File: config.mk
export PLATFORM = sky130hd
export DESIGN_NAME = seq_alu_flat
export DESIGN_NICKNAME = d
export VERILOG_FILES = /design/src/rtl/seq_alu_pkg.sv /design/src/rtl/seq_alu_if.sv /design/src/rtl/seq_alu_div.sv /design/src/rtl/seq_alu.sv /design/src/flat_wrapper.sv
export SDC_FILE = /design/constraint.sdc
export NUM_CORES = 1
export LEC_CHECK = 0
export BUFFER_PORTS_ARGS = -buffer_cell sky130_fd_sc_hd__buf_2
export CORE_UTILIZATION = 60
export CTS_BUF_LIST = sky130_fd_sc_hd__clkbuf_2
export DETAILED_ROUTE_END_ITERATION = 10
export PLACE_DENSITY = 0.77
export SYNTH_ARGS = -nofsm -noshare
export SYNTH_HDL_FRONTEND = slang
export SYNTH_SLANG_ARGS = --single-unit
File: constraint.sdc
create_clock -name clk -period 3.9 [get_ports clk]
set_clock_uncertainty 0.15 [all_clocks]
set_input_delay 0.195 -clock clk [delete_from_list [all_inputs] [get_ports clk]]
set_output_delay 0.195 -clock clk [all_outputs]
set_load 0.05 [all_outputs]
File: src/rtl/seq_alu_pkg.sv
// Shared encodings for the sequential ALU: opcode and FSM state enums.
package seq_alu_pkg;

    typedef enum logic [1:0] {
        OP_ADD = 2'b00,
        OP_SUB = 2'b01,
        OP_MUL = 2'b10,
        OP_REM = 2'b11
    } op_e;

    typedef enum logic [1:0] {
        S_IDLE = 2'b00,
        S_BUSY = 2'b01,
        S_DONE = 2'b10
    } state_e;

    function automatic logic is_iterative(input op_e op);
        return (op == OP_MUL) || (op == OP_REM);
    endfunction

endpackage

File: src/rtl/seq_alu_if.sv
// Operation/result handshake bundle for seq_alu.
// The quot signal exists only when SEQ_ALU_QUOT_EN is defined.
interface seq_alu_if
    import seq_alu_pkg::*;
#(
    parameter int W = 3
);
    logic                  in_valid;
    logic                  in_ready;
    logic signed [W-1:0]   a;
    logic signed [W-1:0]   b;
    op_e                   op;
    logic                  out_valid;
    logic                  out_ready;
    logic signed [2*W-1:0] r;
    logic                  err;
`ifdef SEQ_ALU_QUOT_EN
    logic signed [W:0]     quot;

    modport master (
        output in_valid, a, b, op, out_ready,
        input  in_ready, out_valid, r, err, quot
    );
    modport slave (
        input  in_valid, a, b, op, out_ready,
        output in_ready, out_valid, r, err, quot
    );
`else
    modport master (
        output in_valid, a, b, op, out_ready,
        input  in_ready, out_valid, r, err
    );
    modport slave (
        input  in_valid, a, b, op, out_ready,
        output in_ready, out_valid, r, err
    );
`endif
endinterface

File: src/rtl/seq_alu_div.sv
// Restoring magnitude divider: one quotient bit per cycle, W cycles per start.
// rem/quo/done are the values produced by the iteration completing on this edge.
module seq_alu_div #(
    parameter int W = 3
) (
    input  logic         clk,
    input  logic         rst,
    input  logic         start,
    input  logic [W-1:0] dividend,
    input  logic [W-1:0] divisor,
    output logic         done,
`ifdef SEQ_ALU_QUOT_EN
    output logic [W-1:0] quo,
`endif
    output logic [W:0]   rem
);
    localparam int CNT_W = $clog2(W);

    logic             busy_q;
    logic [CNT_W-1:0] cnt_q;
    logic [W-1:0]     rem_p0;
    logic [W-1:0]     quo_p0;
    logic [W-1:0]     dvs_p0;
    logic [W:0]       shifted;
    logic [W+1:0]     diff;
    logic             qbit;
    logic [W-1:0]     quo_nxt;

    always_comb begin
        shifted = {rem_p0, quo_p0[W-1]};
        diff    = {1'b0, shifted} - {2'b00, dvs_p0};
        qbit    = ~diff[W+1];
        rem     = qbit ? diff[W:0] : shifted;
        quo_nxt = {quo_p0[W-2:0], qbit};
        done    = busy_q && (cnt_q == CNT_W'(W - 1));
    end

`ifdef SEQ_ALU_QUOT_EN
    assign quo = quo_nxt;
`endif

    always_ff @(posedge clk or posedge rst) begin
        if (rst) begin
            busy_q <= 1'b0;
            cnt_q  <= '0;
        end else if (start) begin
            busy_q <= 1'b1;
            cnt_q  <= '0;
        end else if (done) begin
            busy_q <= 1'b0;
            cnt_q  <= '0;
        end else if (busy_q) begin
            cnt_q  <= cnt_q + CNT_W'(1);
        end
    end

    // Stage p0: partial remainder, dividend/quotient shift register, divisor
    always_ff @(posedge clk) begin
        if (start) begin
            rem_p0 <= '0;
            quo_p0 <= dividend;
            dvs_p0 <= divisor;
        end else if (busy_q) begin
            rem_p0 <= rem[W-1:0];
            quo_p0 <= quo_nxt;
        end
    end

endmodule

File: src/rtl/seq_alu.sv
// Sequential signed ALU: add/sub complete in one cycle, mul/rem iterate W cycles.
// Define SEQ_ALU_QUOT_EN to add the signed truncated quotient output for op=11.
module seq_alu
    import seq_alu_pkg::*;
#(
    parameter int W = 3
) (
    input  logic     clk,
    input  logic     rst,
    seq_alu_if.slave bus
);
    localparam int RW    = 2 * W;
    localparam int CNT_W = $clog2(W);

    function automatic logic [W-1:0] mag(input logic signed [W-1:0] v);
        logic [W-1:0] u;
        u = v;
        return u[W-1] ? (~u + W'(1)) : u;
    endfunction

    function automatic logic signed [RW-1:0] apply_sign(input logic [RW-1:0] m, input logic neg);
        return neg ? -$signed(m) : $signed(m);
    endfunction

    state_e              state_q, state_nxt;
    logic [CNT_W-1:0]    cnt_q;
    logic                accept, last, mul_last;
    logic                div_start, div_done;
    logic [W:0]          div_rem;
    logic [W-1:0]        a_mag, b_mag;
    logic signed [RW-1:0] r_q;
    logic                err_q;

    op_e                 op_p0;
    logic signed [W-1:0] a_p0;
    logic                b_zero_p0, neg_p0;
    logic [RW-1:0]       mcand_p0, acc_p0, acc_nxt;
    logic [W-1:0]        mplier_p0;

    assign accept    = bus.in_valid && (state_q == S_IDLE);
    assign a_mag     = mag(bus.a);
    assign b_mag     = mag(bus.b);
    assign div_start = accept && (bus.op == OP_REM);
    assign mul_last  = (state_q == S_BUSY) && (cnt_q == CNT_W'(W - 1));
    assign last      = (op_p0 == OP_REM) ? div_done : mul_last;
    assign acc_nxt   = acc_p0 + (mplier_p0[0] ? mcand_p0 : '0);

`ifdef SEQ_ALU_QUOT_EN
    logic [W-1:0]      div_quo;
    logic [W:0]        quo_mag;
    logic signed [W:0] quot_q;

    assign quo_mag  = {1'b0, div_quo};
    assign bus.quot = quot_q;
`endif

    seq_alu_div #(.W(W)) u_div (
        .clk      (clk),
        .rst      (rst),
        .start    (div_start),
        .dividend (a_mag),
        .divisor  (b_mag),
        .done     (div_done),
`ifdef SEQ_ALU_QUOT_EN
        .quo      (div_quo),
`endif
        .rem      (div_rem)
    );

    always_ff @(posedge clk or posedge rst) begin
        if (rst) begin
            state_q <= S_IDLE;
        end else begin
            state_q <= state_nxt;
        end
    end

    always_comb begin
        state_nxt     = state_q;
        bus.in_ready  = 1'b0;
        bus.out_valid = 1'b0;
        case (state_q)
            S_IDLE: begin
                bus.in_ready = 1'b1;
                if (accept) state_nxt = is_iterative(bus.op) ? S_BUSY : S_DONE;
            end
            S_BUSY: begin
                if (last) state_nxt = S_DONE;
            end
            S_DONE: begin
                bus.out_valid = 1'b1;
                if (bus.out_ready) state_nxt = S_IDLE;
            end
            default: state_nxt = S_IDLE;
        endcase
    end

    always_ff @(posedge clk or posedge rst) begin
        if (rst) begin
            cnt_q <= '0;
            r_q   <= '0;
            err_q <= 1'b0;
        end else begin
            cnt_q <= (state_q == S_BUSY && !last) ? cnt_q + CNT_W'(1) : '0;
            if (accept) begin
                err_q <= 1'b0;
                if (bus.op == OP_ADD) r_q <= RW'(bus.a) + RW'(bus.b);
                else if (bus.op == OP_SUB) r_q <= RW'(bus.a) - RW'(bus.b);
            end else if (last) begin
                if (op_p0 == OP_MUL) begin
                    r_q <= apply_sign(acc_nxt, neg_p0);
                end else begin
                    err_q <= b_zero_p0;
                    r_q   <= b_zero_p0 ? RW'(a_p0) : apply_sign(RW'(div_rem), a_p0[W-1]);
                end
            end
        end
    end

`ifdef SEQ_ALU_QUOT_EN
    always_ff @(posedge clk or posedge rst) begin
        if (rst) begin
            quot_q <= '0;
        end else if (accept) begin
            quot_q <= '0;
        end else if (last && op_p0 == OP_REM && !b_zero_p0) begin
            quot_q <= neg_p0 ? -$signed(quo_mag) : $signed(quo_mag);
        end
    end
`endif

    // Stage p0: operands latched at accept, shift-add multiplier state
    always_ff @(posedge clk) begin
        if (accept) begin
            op_p0     <= bus.op;
            a_p0      <= bus.a;
            b_zero_p0 <= (bus.b == '0);
            neg_p0    <= bus.a[W-1] ^ bus.b[W-1];
            mcand_p0  <= RW'(a_mag);
            mplier_p0 <= b_mag;
            acc_p0    <= '0;
        end else if (state_q == S_BUSY) begin
            acc_p0    <= acc_nxt;
            mcand_p0  <= mcand_p0 << 1;
            mplier_p0 <= mplier_p0 >> 1;
        end
    end

    assign bus.r   = r_q;
    assign bus.err = err_q;

endmodule

File: src/flat_wrapper.sv
// flat-port wrapper written by rule: the top's interface ports become plain ports
module seq_alu_flat import seq_alu_pkg::*;
#(
    parameter int W = 3
)
  (clk, rst, bus_in_valid, bus_a, bus_b, bus_op, bus_out_ready, bus_in_ready, bus_out_valid, bus_r, bus_err);
  seq_alu_if #(.W(W)) bus_i ();
  input  logic clk;
  input  logic rst;
  input wire logic [$bits(bus_i.in_valid)-1:0] bus_in_valid;
  input wire logic [$bits(bus_i.a)-1:0] bus_a;
  input wire logic [$bits(bus_i.b)-1:0] bus_b;
  input wire logic [$bits(bus_i.op)-1:0] bus_op;
  input wire logic [$bits(bus_i.out_ready)-1:0] bus_out_ready;
  output wire logic [$bits(bus_i.in_ready)-1:0] bus_in_ready;
  output wire logic [$bits(bus_i.out_valid)-1:0] bus_out_valid;
  output wire logic [$bits(bus_i.r)-1:0] bus_r;
  output wire logic [$bits(bus_i.err)-1:0] bus_err;
  assign bus_i.in_valid = bus_in_valid;
  assign bus_i.a = bus_a;
  assign bus_i.b = bus_b;
  assign bus_i.op = bus_op;
  assign bus_i.out_ready = bus_out_ready;
  assign bus_in_ready = bus_i.in_ready;
  assign bus_out_valid = bus_i.out_valid;
  assign bus_r = bus_i.r;
  assign bus_err = bus_i.err;
  seq_alu #(.W(W)) u_core (.clk(clk), .rst(rst), .bus(bus_i));
endmodule
# [Word level (Yosys, flattened, before mapping)]
# Index checks and enable logic that the tools add are counted.
[op_classes] multipliers=0 order_cmp=0 n_reduce_logical=18 bitwise=4 addsub=10 eq_ne=14 mux=35 div_mod_pow=0 shifts=0
[op_table] op="$mux 6" n=9
[op_table] op="$mux 3" n=8
[op_table] op="$mux 2" n=8
[op_table] op="$eq 2x2->1 const B" n=7
[op_table] op="$mux 1" n=8
[op_table] op="$reduce_bool 2->1" n=4
[op_table] op="$add 3x1->3 const B" n=2
[op_table] op="$add 6x6->6" n=1
[op_table] op="$ne 2x1->1 const B" n=3
[op_table] op="$neg 4->6" n=1
[op_table] op="$neg 6->6" n=1
[op_table] op="$not 3->3" n=2
[op_table] op="$pmux 2 s3" n=1
[op_table] op="$logic_and 1x1->1" n=5
[op_table] op="$sub 4x3->5" n=1
[op_table] op="$add 2x1->2 const B" n=2
[op_table] op="$add 3x3->4" n=1
[op_table] op="$eq 2x1->1 const B" n=2
[op_table] op="$logic_not 2->1" n=2
[op_table] op="$mux 4" n=1
[op_table] op="$reduce_and 2->1" n=2
[op_table] op="$sub 3x3->4" n=1
[op_table] op="$logic_not 3->1" n=1
[op_table] op="$ne 3x3->1 const B" n=1
[op_table] op="other kinds (7)" n=7
[word_totals] mem_bits_ro=0 n_memories=0 output_inout_bits=9 mem_bits_rw=0 elab_cells=98 in_bits=12 latchBits=0 reg_bits=45

# [Depth between registers and ports, before layout]
# Gate-level depths: netlist of run 1.
[depth] depth_word=8 ltp_mapped=13 depth_no_buf=13

# [Modules after synthesis]
# A second synthesis of run 1 with hierarchy kept.
[hier_totals] cells_unflattened=278 area_unflattened_um2=2740.1
[modules_own_cells] module="seq_alu" n_inst=1 area_each_um2=2100.8 seq_area_each_um2=845.8 cells_each=218
[modules_own_cells] module="seq_alu_div" n_inst=1 area_each_um2=639.4 seq_area_each_um2=315.3 cells_each=60

# [Worst setup path after synthesis of run 1]
# No wires, ideal clock.
[synth_timing] path_type="register -> register" start="register u_core.u_div.quo_p0[2]" end="register u_core.r_q[2], in the netlist u_core.bus.r[2]" t_arrival_ns=2.549 period_less_slack_ns=2.791 path_stages_with_launch=12 slack_ns=1.109 required_time_ns=3.658 n_path_buf=0 setup_ns=0.092 path_cell_list="edfxtp_1 > inv_1 > ha_1 > inv_1 > fa_1 > a211oi_4 > a21oi_1 > ha_1 > or2_1 > o221ai_2 > a21oi_1 > o31ai_2"
[synth_between] elab_chain_cells=8
[synth_rtl] item="from (decl)" line="seq_alu_div.sv:22" source="logic [W-1:0] quo_p0;"
[synth_rtl] item="from (signal assigned)" line="seq_alu_div.sv:61" source="quo_p0 <= dividend;"
[synth_rtl] item="from (signal assigned)" line="seq_alu_div.sv:65" source="quo_p0 <= quo_nxt;"
[synth_rtl] item="$sub 4x3->5" line="seq_alu_div.sv:31" source="diff = {1'b0, shifted} - {2'b00, dvs_p0};"
[synth_rtl] item="$mux 4 *" line="seq_alu_div.sv:33" source="rem = qbit ? diff[W:0] : shifted;"
[synth_rtl] item="$neg 4->6" line="seq_alu.sv:22" source="return neg ? -$signed(m) : $signed(m);"
[synth_rtl] item="$mux 6 *" line="seq_alu.sv:22"
[synth_rtl] item="$mux 6 *" line="seq_alu.sv:114" source="r_q <= b_zero_p0 ? RW'(a_p0) : apply_sign(RW'(div_rem), a_p0[W-1]);"
[synth_rtl] item="$mux 6 *" line="seq_alu.sv:110" source="if (op_p0 == OP_MUL) begin"
[synth_rtl] item="$mux 6 *" line="seq_alu.sv:109" source="end else if (last) begin"
[synth_rtl] item="$mux 6 *" line="seq_alu.sv:105" source="if (accept) begin"
[synth_rtl] item="to (signal assigned)" line="seq_alu.sv:107" source="if (bus.op == OP_ADD) r_q <= RW'(bus.a) + RW'(bus.b);"
[synth_rtl] item="to (signal assigned)" line="seq_alu.sv:111" source="r_q <= apply_sign(acc_nxt, neg_p0);"
[synth_rtl] item="to (signal assigned)" line="seq_alu.sv:114"
[synth_rtl] item="to (decl)" line="seq_alu.sv:31" source="logic signed [RW-1:0] r_q;"
# Mark *: on every way between the ends. The rest lies on a longest branch, timed or not. The select of a mux whose other input is x is not followed.
# A chain may end at the register's enable or synchronous reset.

# [Worst setup path in the final report of run 1]
# Same ends and word-level chain as after synthesis.

==> impl_metrics.yaml, run 1 <==
synth:
  syn_area_mm2: 0.00274
  synth-adder-area-share_pct: 10.4
  seq_area_frac_synth_pct: 42.4
  ys_types: 57
  synth-main-ff-cell: "edfxtp_1"
  synth_xor_xnor_area_share_pct: 4.66
  synth_top_family_by_area: "compound AO/OA/AOI/OAI gates"
  syn_nets: 315
  synth-seq-cells: 45
  synth_edf_count: 19
  synthArstFlopShare_pct: 31.1
  synth-compound-area-share_pct: 18.3
  syn_area_per_cell_um2: 9.70
  yosysWarningCount: 0
  synth_cells: 282
  muxShareOfSynthArea_pct: 3.43
  synthSimpleGateAreaFrac_pct: 17.1
setup_path:
  worst_ep_arrival_time_ns: 3.31
  reg2reg_depth: 11
  r2r-end: "u_core.bus.r[2]$_DFFE_PP0P_"
  crit_fanout: 5
  cp.buffers_inverters: 2
  crit_path_cell_trace: "inv_1, ha_1, inv_1, fa_1, a211oi_4, mux2i_1, ha_1, o21ai_2, o221ai_2, a21oi_1, o31ai_2"
  required_ns: 4.14
  slowest_delay_ns: 0.54
  r2r-start: "u_core.u_div.quo_p0[2]$_DFFE_PP_"
  endpoint_kind: "flop"
  critical-path-slowest-cell: "fa_1"
  worst-path-stages: 11
  crit_type: "reg -> reg"
  worst_setup_path_start_kind: "flop"
  cp_top_family: "adder cells"
  reg2reg_slack_ns: 0.83
global_routing:
  grt_use_met3_pct: 4.94
  grt-busiest-layer: "met2"
  grt_max_degree: 22
  grt_pass1_wl_mm: 9.27
  grt_pass1_vias: 1938
  grt_util_met1_pct: 33.9
  antenna_found_initial: 0
  grt.total_usage_pct: 24.8
  grt-ovfl-total: 0
  grtUsageMet2_pct: 39.4
pwr:
  p_comb_share_pct: 55.3
  switching_share_pct: 45.7
  power.total_mw: 2.48
  power.leakage_nw: 1.34
  p_sw_mw: 1.13
  ir_worst_vdd_uv: 431
  p_int_mw: 1.35
  power_frac_seq_pct: 34.0
  power_density_mw_per_mm2: 814
  clkPwrFrac_pct: 10.6
sta:
  min_period_ns: 3.07
  relSlewSlack_pct: 59.7
  rsz0062_at_grt: "no"
  fmax_mhz: 326
  maxSlewViolCount: 0
  tightest_slew_ns: 0.605
  final.setup.tns_ns: 0
  hold_viol_final: 0
  hold-worst-slack_ns: 0.0705
  setup_viol: 0
  finalCritPeriodShare_pct: 78.7
floorplanning:
  die_area_mm2: 0.00483
  core_mm2: 0.00435
  start_util_pct: 62.8
  rows: 24
  die_w_um: 69.5
  ios: 21
  die_height_um: 69.5
final_layout:
  final_net_count: 346
  multiInputGateArea_mm2: 0.00147
  syn_to_final_growth_pct: 11.3
  nFillCells: 338
  regArea_mm2: 0.00116
  antenna_cells: 0
  design_area_mm2: 0.00305
  stdcell_count: 366
  drive_gt1_share_pct: 15.3
clock_network:
  worst_skew_pair.late_latency_ns: 0.44
  cts_made_buffers: 5
  cts_tree: "built"
  post_cts_buffers: 0
  clock_path_buffers: 2
  cts-hold-fix-buffers: 9
  cts_resized: 0
  root_buffer: "clkbuf_2"
  cts_sinks: 45
  clkTransAtPathRegs_ns: 0.23
  htree_levels: 2
routing:
  drt_wl_total_mm: 5.46
  routed_via_density: 5.68
  drc: 0
  drtPass1Iterations: 4
  routedWlPerCell_um: 14.9
  vias: 2079
  ant_nets: 0
  drt_iter0_drc: 100
run:
  drv_cap: 0
hold_path:
  hold-path-endpoint: "u_core.u_div.dvs_p0[1]$_DFFE_PP_"
  min-delay-start: "bus_b[1]"
  whs_path_depth: 3
  hp-class: "in -> reg"
placed_design:
  dp_cells: 348
  dp_hpwl_mm: 4.16
  globalplace.congestion: 0.852
  placed_cell_area_mm2: 0.00288
  port_buffers: 20
run_status:
  outcome: "complete, no violations"
[metrics by stage]
stage | util (%) | setup WS [ns]
2_1_floorplan | - | 1.11
3_3_place_gp | 66.2 | 0.991
3_5_place_dp | 66.2 | 0.841
4_1_cts | 69.7 | 0.802
5_1_grt | 70.0 | 0.584
6_report | 70.0 | 0.831
[final cells by class]
class,count,share of cell area (%)
timing repair buffer,32,7.06
clock inverter,2,1.11
sequential,45,38.1
inverter,18,2.22
multi-input combinational,211,48.4
tap,52,2.14
clock buffer,6,0.986
[power by group through the flow]
stage,logic (mW),clock network [mW],registers (mW)
floorplan,1.01,0,0.920
detailed placement,1.36,0,0.856
global route,1.52,0.287,0.872
CTS,1.37,0.270,0.843
global placement,1.33,0,0.846
finish,1.37,0.263,0.844
[Yosys cell counts, types with 4 or more instances]
cell | instances | share of area, %
mux2i_1 | 6 | 2.2
nand3_1 | 11 | 2.0
o21ai_0 | 21 | 3.8
nand2_1 | 38 | 5.2
nand2b_1 | 5 | 1.1
clkbuf_1 | 4 | 0.55
dfxtp_1 | 12 | 8.8
xor2_1 | 5 | 1.6
nor3_1 | 5 | 0.91
and2_1 | 5 | 1.1
a21oi_1 | 13 | 2.4
ha_1 | 18 | 8.2
inv_1 | 16 | 2.2
dfrtp_1 | 14 | 13
edfxtp_1 | 19 | 21
nor2b_1 | 5 | 1.1
xnor2_1 | 7 | 2.2
nor2_1 | 21 | 2.9
[cell families after synthesis]
family                   after synthesis
adder cells (fa/ha/maj)               21
AO/OA/AOI/OAI                         69
multiplexers                           9
flip-flops                            45
buffers and inverters                 26
AND/OR/NAND/NOR                       99
XOR/XNOR                              13
[worst max-delay path by stage]
| stage | start | to |
|---|---|---|
| 2_1_floorplan | u_core.u_div.quo_p0[2]$_DFFE_PP_ | u_core.bus.r[2]$_DFFE_PP0P_ |
| 3_3_place_gp | u_core.u_div.quo_p0[2]$_DFFE_PP_ | u_core.bus.r[2]$_DFFE_PP0P_ |
| 3_5_place_dp | u_core.u_div.quo_p0[2]$_DFFE_PP_ | u_core.bus.r[1]$_DFFE_PP0P_ |
| 4_1_cts | u_core.u_div.quo_p0[2]$_DFFE_PP_ | u_core.bus.r[2]$_DFFE_PP0P_ |
| 5_1_grt | u_core.u_div.quo_p0[2]$_DFFE_PP_ | u_core.bus.r[2]$_DFFE_PP0P_ |
| 6_report | u_core.u_div.quo_p0[2]$_DFFE_PP_ | u_core.bus.r[2]$_DFFE_PP0P_ |
[state kept, by name, summed over array words and instances (netlist names), 2 cells and up]
register	flops
u_core.acc_p0	6
u_core.bus.r	6
u_core.mcand_p0	6
u_core.a_p0	3
u_core.mplier_p0	3
u_core.u_div.dvs_p0	3
u_core.u_div.quo_p0	3
u_core.u_div.rem_p0	3
u_core.cnt_q	2
u_core.op_p0	2
u_core.state_q	2
u_core.u_div.cnt_q	2
[placed cells by master (no fill, tap or decap), types with 3 or more instances in the layout]
cell type      count
a21oi_1           13
o31ai_2            3
clkbuf_2           6
o21ai_0           21
dfxtp_1           12
xor2_1             5
dfrtp_1           14
dlygate4sd3_1     10
mux2_2             3
nor2_1            21
nor3_1             5
nor2b_1            5
xnor2_1            7
fa_1               3
nand2_1           38
nand2b_1           5
o21ai_2            3
nand3_1           11
mux2i_1            6
edfxtp_1          19
inv_1             16
ha_1              18
buf_2             20
and2_1             5
[worst min-delay path: stages]
cell     delay, ns
buf_2         0.11
inv_1         0.06
o21ai_0       0.13
[per-layer routing]
metal,vias to the layer above,routed length (µm)
met2,49,2630
met3,9,220
li1,1058,-
met4,0,104
met1,963,2510
met5,-,0
No activity file was read; power rests on OpenSTA's default activity.
==> inputs of run 2 (changes only) <==
--- a/config.mk
+++ b/config.mk
@@ -6,10 +6,10 @@
 export NUM_CORES = 1
 export LEC_CHECK = 0
 export BUFFER_PORTS_ARGS = -buffer_cell sky130_fd_sc_hd__buf_2
-export CORE_UTILIZATION = 60
+export CORE_UTILIZATION = 56
 export CTS_BUF_LIST = sky130_fd_sc_hd__clkbuf_2
 export DETAILED_ROUTE_END_ITERATION = 10
-export PLACE_DENSITY = 0.77
+export PLACE_DENSITY = 0.75
 export SYNTH_ARGS = -nofsm -noshare
 export SYNTH_HDL_FRONTEND = slang
 export SYNTH_SLANG_ARGS = --single-unit
==> constraint.sdc (replaced) <==
create_clock -name clk -period 2.8 [get_ports clk]
set_clock_uncertainty 0.15 [all_clocks]
set_input_delay 0.14 -clock clk [delete_from_list [all_inputs] [get_ports clk]]
set_output_delay 0.14 -clock clk [all_outputs]
set_load 0.05 [all_outputs]
==> run 2 against run 1 <==
The run now ends with negative setup slack left. Sequential share of layout area fell by 1.6 points. Register-to-register slack got worse by 0.83 ns. Sequential power rose by 37%. Core utilization fell by 2.6 points. Clock power rose by 3%. Total power rose by 46%. Global-route usage fell by 0.92 points. Maximum frequency rose by 9.6%. Via count rose by 3.0%. Non-clock buffer count rose by 13. Largest power group unchanged.
==> impl_metrics.yaml, run 2 (same netlist as run 1, synthesis figures left out) <==
setup_path:
  endpoint_kind: "flop"
  crit_path_cell_trace: "inv_1, ha_2, inv_2, fa_2, a211oi_4, mux2i_2, ha_2, nand2_1, o21a_1, o21ai_1, a22oi_1, o21ai_1"
  crit_fanout: 5
  slowest_delay_ns: 0.43
  cp_top_family: "adder cells"
  critical-path-slowest-cell: "edfxtp_1"
  worst_setup_path_start_kind: "flop"
  worst_ep_arrival_time_ns: 2.95
  crit_type: "reg -> reg"
  cp.buffers_inverters: 2
  required_ns: 2.95
final_layout:
  antenna_cells: 0
  drive_gt1_share_pct: 21.1
  final_net_count: 359
  nFillCells: 370
  post-route-util_pct: 67.4
  mostFrequentLayoutCell: "nand2_1"
  syn_to_final_growth_pct: 16.3
  final_cell_mix: "nand2_1 (38), nor2_1 (21), o21ai_0 (21), buf_2 (20), edfxtp_1 (19)"
pwr:
  power.total_mw: 3.61
  power.leakage_nw: 1.39
  power_density_mw_per_mm2: 1140
  ir_worst_vdd_uv: 501
sta:
  min_period_ns: 2.80
  finalCritPeriodShare_pct: 100
  rsz0062_at_grt: "yes"
  relSlewSlack_pct: 59.0
  hold_viol_final: 0
  tightest_slew_ns: 0.614
  finalWorstSetupSlack_ns: -0.000252
  setup_viol: 1
  maxSlewViolCount: 0
  fmax_mhz: 357
global_routing:
  grt-ovfl-total: 0
  grt_pass1_vias: 2001
  grt_pass1_wl_mm: 9.45
  grt_max_degree: 24
  grt.total_usage_pct: 23.9
  antenna_found_initial: 0
routing:
  drc: 0
  drtPass1Iterations: 4
  ant_nets: 0
  routed_via_density: 5.43
  drt_wl_total_mm: 5.58
  routedWlPerCell_um: 14.2
  vias: 2141
  drt_iter0_drc: 173
clock_network:
  cts_sinks: 45
  cts_made_buffers: 5
  root_buffer: "clkbuf_2"
  clkTransAtPathRegs_ns: 0.23
  clock_path_buffers: 2
  worst_skew_pair.late_latency_ns: 0.40
  htree_levels: 2
  cts_tree: "built"
run:
  drv_cap: 0
floorplanning:
  ios: 21
  die_height_um: 71.9
  start_util_pct: 57.9
  die_area_mm2: 0.00517
  core_mm2: 0.00472
  die_w_um: 71.9
  rows: 25
hold_path:
  hp-class: "in -> reg"
run_status:
  violations: "negative setup slack"
  outcome: "complete, but fails checks"
placed_design:
  place_ws_ns: -0.0157
  globalplace.congestion: 0.773
  port_buffers: 20
  dp_hpwl_mm: 4.01
==> run 2: cell types whose count changed in the layout (fill, tap and decap cells not counted), moves of 2 or more <==
cell,change
buf_4,+12
a21oi_1,-2
a21oi_2,+2
ha_1,-2
ha_2,+2
mux2i_1,-2
==> run 2: final timing paths <==
| check | from | end | slack [ns] | cells after the start |
|---|---|---|---|---|
| setup reg to reg | u_core.u_div.quo_p0[2]$_DFFE_PP_ | u_core.bus.r[1]$_DFFE_PP0P_ | -0.0003 | 12 |
| hold / removal | bus_b[1] | u_core.u_div.dvs_p0[1]$_DFFE_PP_ | 0.06 | 3 |
| hold reg to reg | u_core.cnt_q[0]$_DFF_PP0_ | u_core.cnt_q[0]$_DFF_PP0_ | 0.30 | 1 |
| min in group asynchronous | rst | u_core.u_div.busy_q$_DFFE_PP0P_ | 0.15 | 3 |
| setup / recovery | u_core.u_div.quo_p0[2]$_DFFE_PP_ | u_core.bus.r[1]$_DFFE_PP0P_ | -0.0003 | 12 |
| max in group asynchronous | rst | u_core.bus.r[2]$_DFFE_PP0P_ | 1.97 | 3 |
==> run 2: metal layers <==
| metal | up-vias | global-route usage [%] | wire length, µm |
|---|---|---|---|
| li1 | 1083 | - | - |
| met1 | 1003 | 34.2 | 2690 |
| met2 | 53 | 38.2 | 2660 |
| met3 | 2 | 5.00 | 197 |
| met4 | 0 | 4.58 | 27 |
| met5 | - | 0 | 0 |
==> run 2: timing repair <==
action | CTS | global route
endpoints found under the hold margin | 26 | 0
hold buffers | 11 | 0
endpoints found under the setup margin | 2 | 6
buffers inserted | 2 | 4
gates resized for setup | 1 | 9
pin swaps | 1 | 11
==> run 2: layout make-up <==
cell class	count	area (µm²)	area share (%)
multi-input combinational	211	1510	47.5
sequential	45	1160	36.5
timing repair buffer	45	315	9.91
tap	67	83.8	2.63
inverter	18	67.6	2.12
clock buffer	6	30.0	0.944
clock inverter	2	11.3	0.354
==> run 2: report_power, final <==
part	internal (mW)	switching, mW	total [mW]
Combinational	0.936	1.24	2.18
Sequential	0.981	0.179	1.16
Clock	0.0624	0.210	0.272
Total	1.98	1.63	3.61
==> run 2: stage by stage <==
stage / TNS [ns] / cells / hold slack, ns / cell area, µm²
6_report: -0.000252 / 394 / 0.0644 / 3180
5_1_grt: -0.294 / 394 / 0.0278 / 3180
4_1_cts: -0.0128 / 391 / 0.0392 / 3120
3_5_place_dp: -0.0157 / 370 / 0.0889 / 2950
3_3_place_gp: 0 / 370 / 0.0896 / 2950
2_1_floorplan: 0 / 282 / -0.121 / 2740
==> run 2: worst min-delay path, delay by kind of cell <==
kind	cells	cell delay (ns)
buf+inv	2	0.17
compound gates	1	0.13
==> inputs of run 3 (changes only) <==
--- a/config.mk
+++ b/config.mk
@@ -6,6 +6,7 @@
 export NUM_CORES = 1
 export LEC_CHECK = 0
 export BUFFER_PORTS_ARGS = -buffer_cell sky130_fd_sc_hd__buf_2
+export CORE_ASPECT_RATIO = 1.2
 export CORE_UTILIZATION = 56
 export CTS_BUF_LIST = sky130_fd_sc_hd__clkbuf_2
 export DETAILED_ROUTE_END_ITERATION = 10
==> run 3 against run 2 <==
The flow now finishes without violations. Non-clock buffer count is 5 lower. Die area hardly changed. Worst setup slack better by 0.099 ns. First-iteration DRC count is 24% lower. Total power is 0.18% higher. Clock power is 33% higher. Sequential share of layout area is 0.39 points higher. Register-to-register slack better by 0.099 ns. Flip-flop and latch count stayed put. Maximum frequency is 3.7% higher. Sequential power hardly changed. Largest power group unchanged. Highest routed layer unchanged.
==> impl_metrics.yaml, run 3 (same netlist as run 1, synthesis figures left out) <==
global_routing:
  grt_max_degree: 22
  grt_use_met3_pct: 4.36
  grt-busiest-layer: "met2"
  antenna_found_initial: 0
  grt_pass1_vias: 2103
  grt_util_met1_pct: 31.1
  grt-ovfl-total: 0
  grtUsageMet2_pct: 43.6
  grt_pass1_wl_mm: 9.70
  grt.total_usage_pct: 25.1
routing:
  routed_via_density: 5.66
  drt_wl_total_mm: 5.88
  routedWlPerCell_um: 15.5
  drt_iter0_drc: 132
  drtPass1Iterations: 4
  vias: 2150
  drc: 0
  ant_nets: 0
sta:
  rsz0062_at_grt: "yes"
  relSlewSlack_pct: 58.7
  fmax_mhz: 370
  min_period_ns: 2.70
  tightest_slew_ns: 0.619
  hold-worst-slack_ns: 0.0657
  finalCritPeriodShare_pct: 96.5
  finalWorstSetupSlack_ns: 0.0988
  setup_viol: 0
  hold_viol_final: 0
  maxSlewViolCount: 0
setup_path:
  slowest_delay_ns: 0.45
  endpoint_kind: "flop"
  worst_ep_arrival_time_ns: 2.89
  r2r-start: "u_core.u_div.quo_p0[2]$_DFFE_PP_"
  required_ns: 2.99
  crit_type: "reg -> reg"
  crit_path_start: "u_core.u_div.quo_p0[2]$_DFFE_PP_"
  worst_setup_path_start_kind: "flop"
  crit_fanout: 4
  crit_path_cell_trace: "inv_2, ha_4, inv_2, fa_2, a211oi_4, mux2i_2, ha_2, nand2_1, o21a_1, o21ai_2, a22oi_2, o21ai_1"
  crit_top_cell: "inv_2"
  critical-path-slowest-cell: "edfxtp_1"
placed_design:
  port_buffers: 20
  placed_cell_area_mm2: 0.00294
  dp_hpwl_mm: 4.32
  place_ws_ns: 0.0124
  globalplace.congestion: 0.804
floorplanning:
  rows: 27
  die_height_um: 78.6
  start_util_pct: 59.1
  die_area_mm2: 0.00517
  core_mm2: 0.00463
  die_w_um: 65.8
  ios: 21
clock_network:
  cts_tree: "built"
  htree_levels: 2
  cts_sinks: 45
  clkTransAtPathRegs_ns: 0.22
  cts_made_buffers: 5
  root_buffer: "clkbuf_2"
  worst_skew_pair.late_latency_ns: 0.42
  clock_path_buffers: 2
final_layout:
  final_cell_mix: "nand2_1 (38), nor2_1 (21), o21ai_0 (21), buf_2 (20), edfxtp_1 (19)"
  mostFrequentLayoutCell: "nand2_1"
  syn_to_final_growth_pct: 15.0
  drive_gt1_share_pct: 20.2
  design_area_mm2: 0.00315
  antenna_cells: 0
  post-route-util_pct: 68.0
  final_net_count: 354
  nFillCells: 364
hold_path:
  hp-class: "in -> reg"
  min-delay-start: "bus_b[1]"
pwr:
  power.leakage_nw: 1.38
  ir_worst_vdd_uv: 882
  power_density_mw_per_mm2: 1150
  power.total_mw: 3.62
run:
  drv_cap: 0
run_status:
  outcome: "complete, no violations"
==> run 3: final timing paths <==
check                                                   end  slack [ns]  depth (start not counted)
max reg2reg                     u_core.bus.r[1]$_DFFE_PP0P_         0.1                         12
min in group asynchronous       u_core.bus.r[4]$_DFFE_PP0P_        0.14                          3
max                             u_core.bus.r[1]$_DFFE_PP0P_         0.1                         12
min                        u_core.u_div.dvs_p0[1]$_DFFE_PP_        0.07                          3
min reg2reg                       u_core.cnt_q[0]$_DFF_PP0_        0.31                          1
max in group asynchronous     u_core.state_q[1]$_DFFE_PP0P_        1.94                          3
==> run 3: where the power goes <==
part / switching, mW / leakage (nW) / total (mW) / internal (mW)
sequential: 0.189 / 0.453 / 1.17 / 0.981
clock: 0.209 / 0.0406 / 0.361 / 0.152
combinational: 1.22 / 0.886 / 2.09 / 0.864
total: 1.62 / 1.38 / 3.62 / 2.00
==> run 3: stage by stage <==
step	TNS, ns	instances
6_report	0	380
3_5_place_dp	0	361
3_3_place_gp	0	361
2_1_floorplan	0	282
5_1_grt	-0.0973	380
4_1_cts	0	380
==> run 3: worst max-delay path: cells and delay by family, from the launching register on <==
kind | cells | cell delay (ns)
fa+ha+maj | 3 | 0.79
compound gates | 5 | 0.77
flops | 1 | 0.45
mux | 1 | 0.29
buf+inv | 2 | 0.11
simple gates | 1 | 0.07
==> run 3: layout make-up <==
| class | count | area, µm² | share of cell area (%) |
|---|---|---|---|
| multi-input cells | 211 | 1510 | 47.9 |
| inverters | 18 | 67.6 | 2.15 |
| clock inverters | 2 | 33.8 | 1.07 |
| flip-flops and latches | 45 | 1160 | 36.9 |
| clock buffers | 6 | 30.0 | 0.954 |
| well taps | 58 | 72.6 | 2.31 |
| repair buffers | 40 | 275 | 8.74 |
==> run 3: layer usage <==
metal  routed length, µm  vias to the layer above  share of wire [%]
met5                   0                        -                  0
met4                  99                        0                1.7
li1                    -                     1071                  -
met2                3070                       43                 52
met3                 195                       10                3.3
met1                2520                     1026                 43
==> run 3: timing repair <==
| action | CTS | global route |
|---|---|---|
| gates cloned | 0 | 0 |
| resized for setup | 1 | 9 |
| setup endpoints to repair | 1 | 5 |
| pin swaps | 1 | 7 |
| hold buffers | 10 | 0 |
| setup buffers | 1 | 0 |
| endpoints found under the hold margin | 26 | 0 |
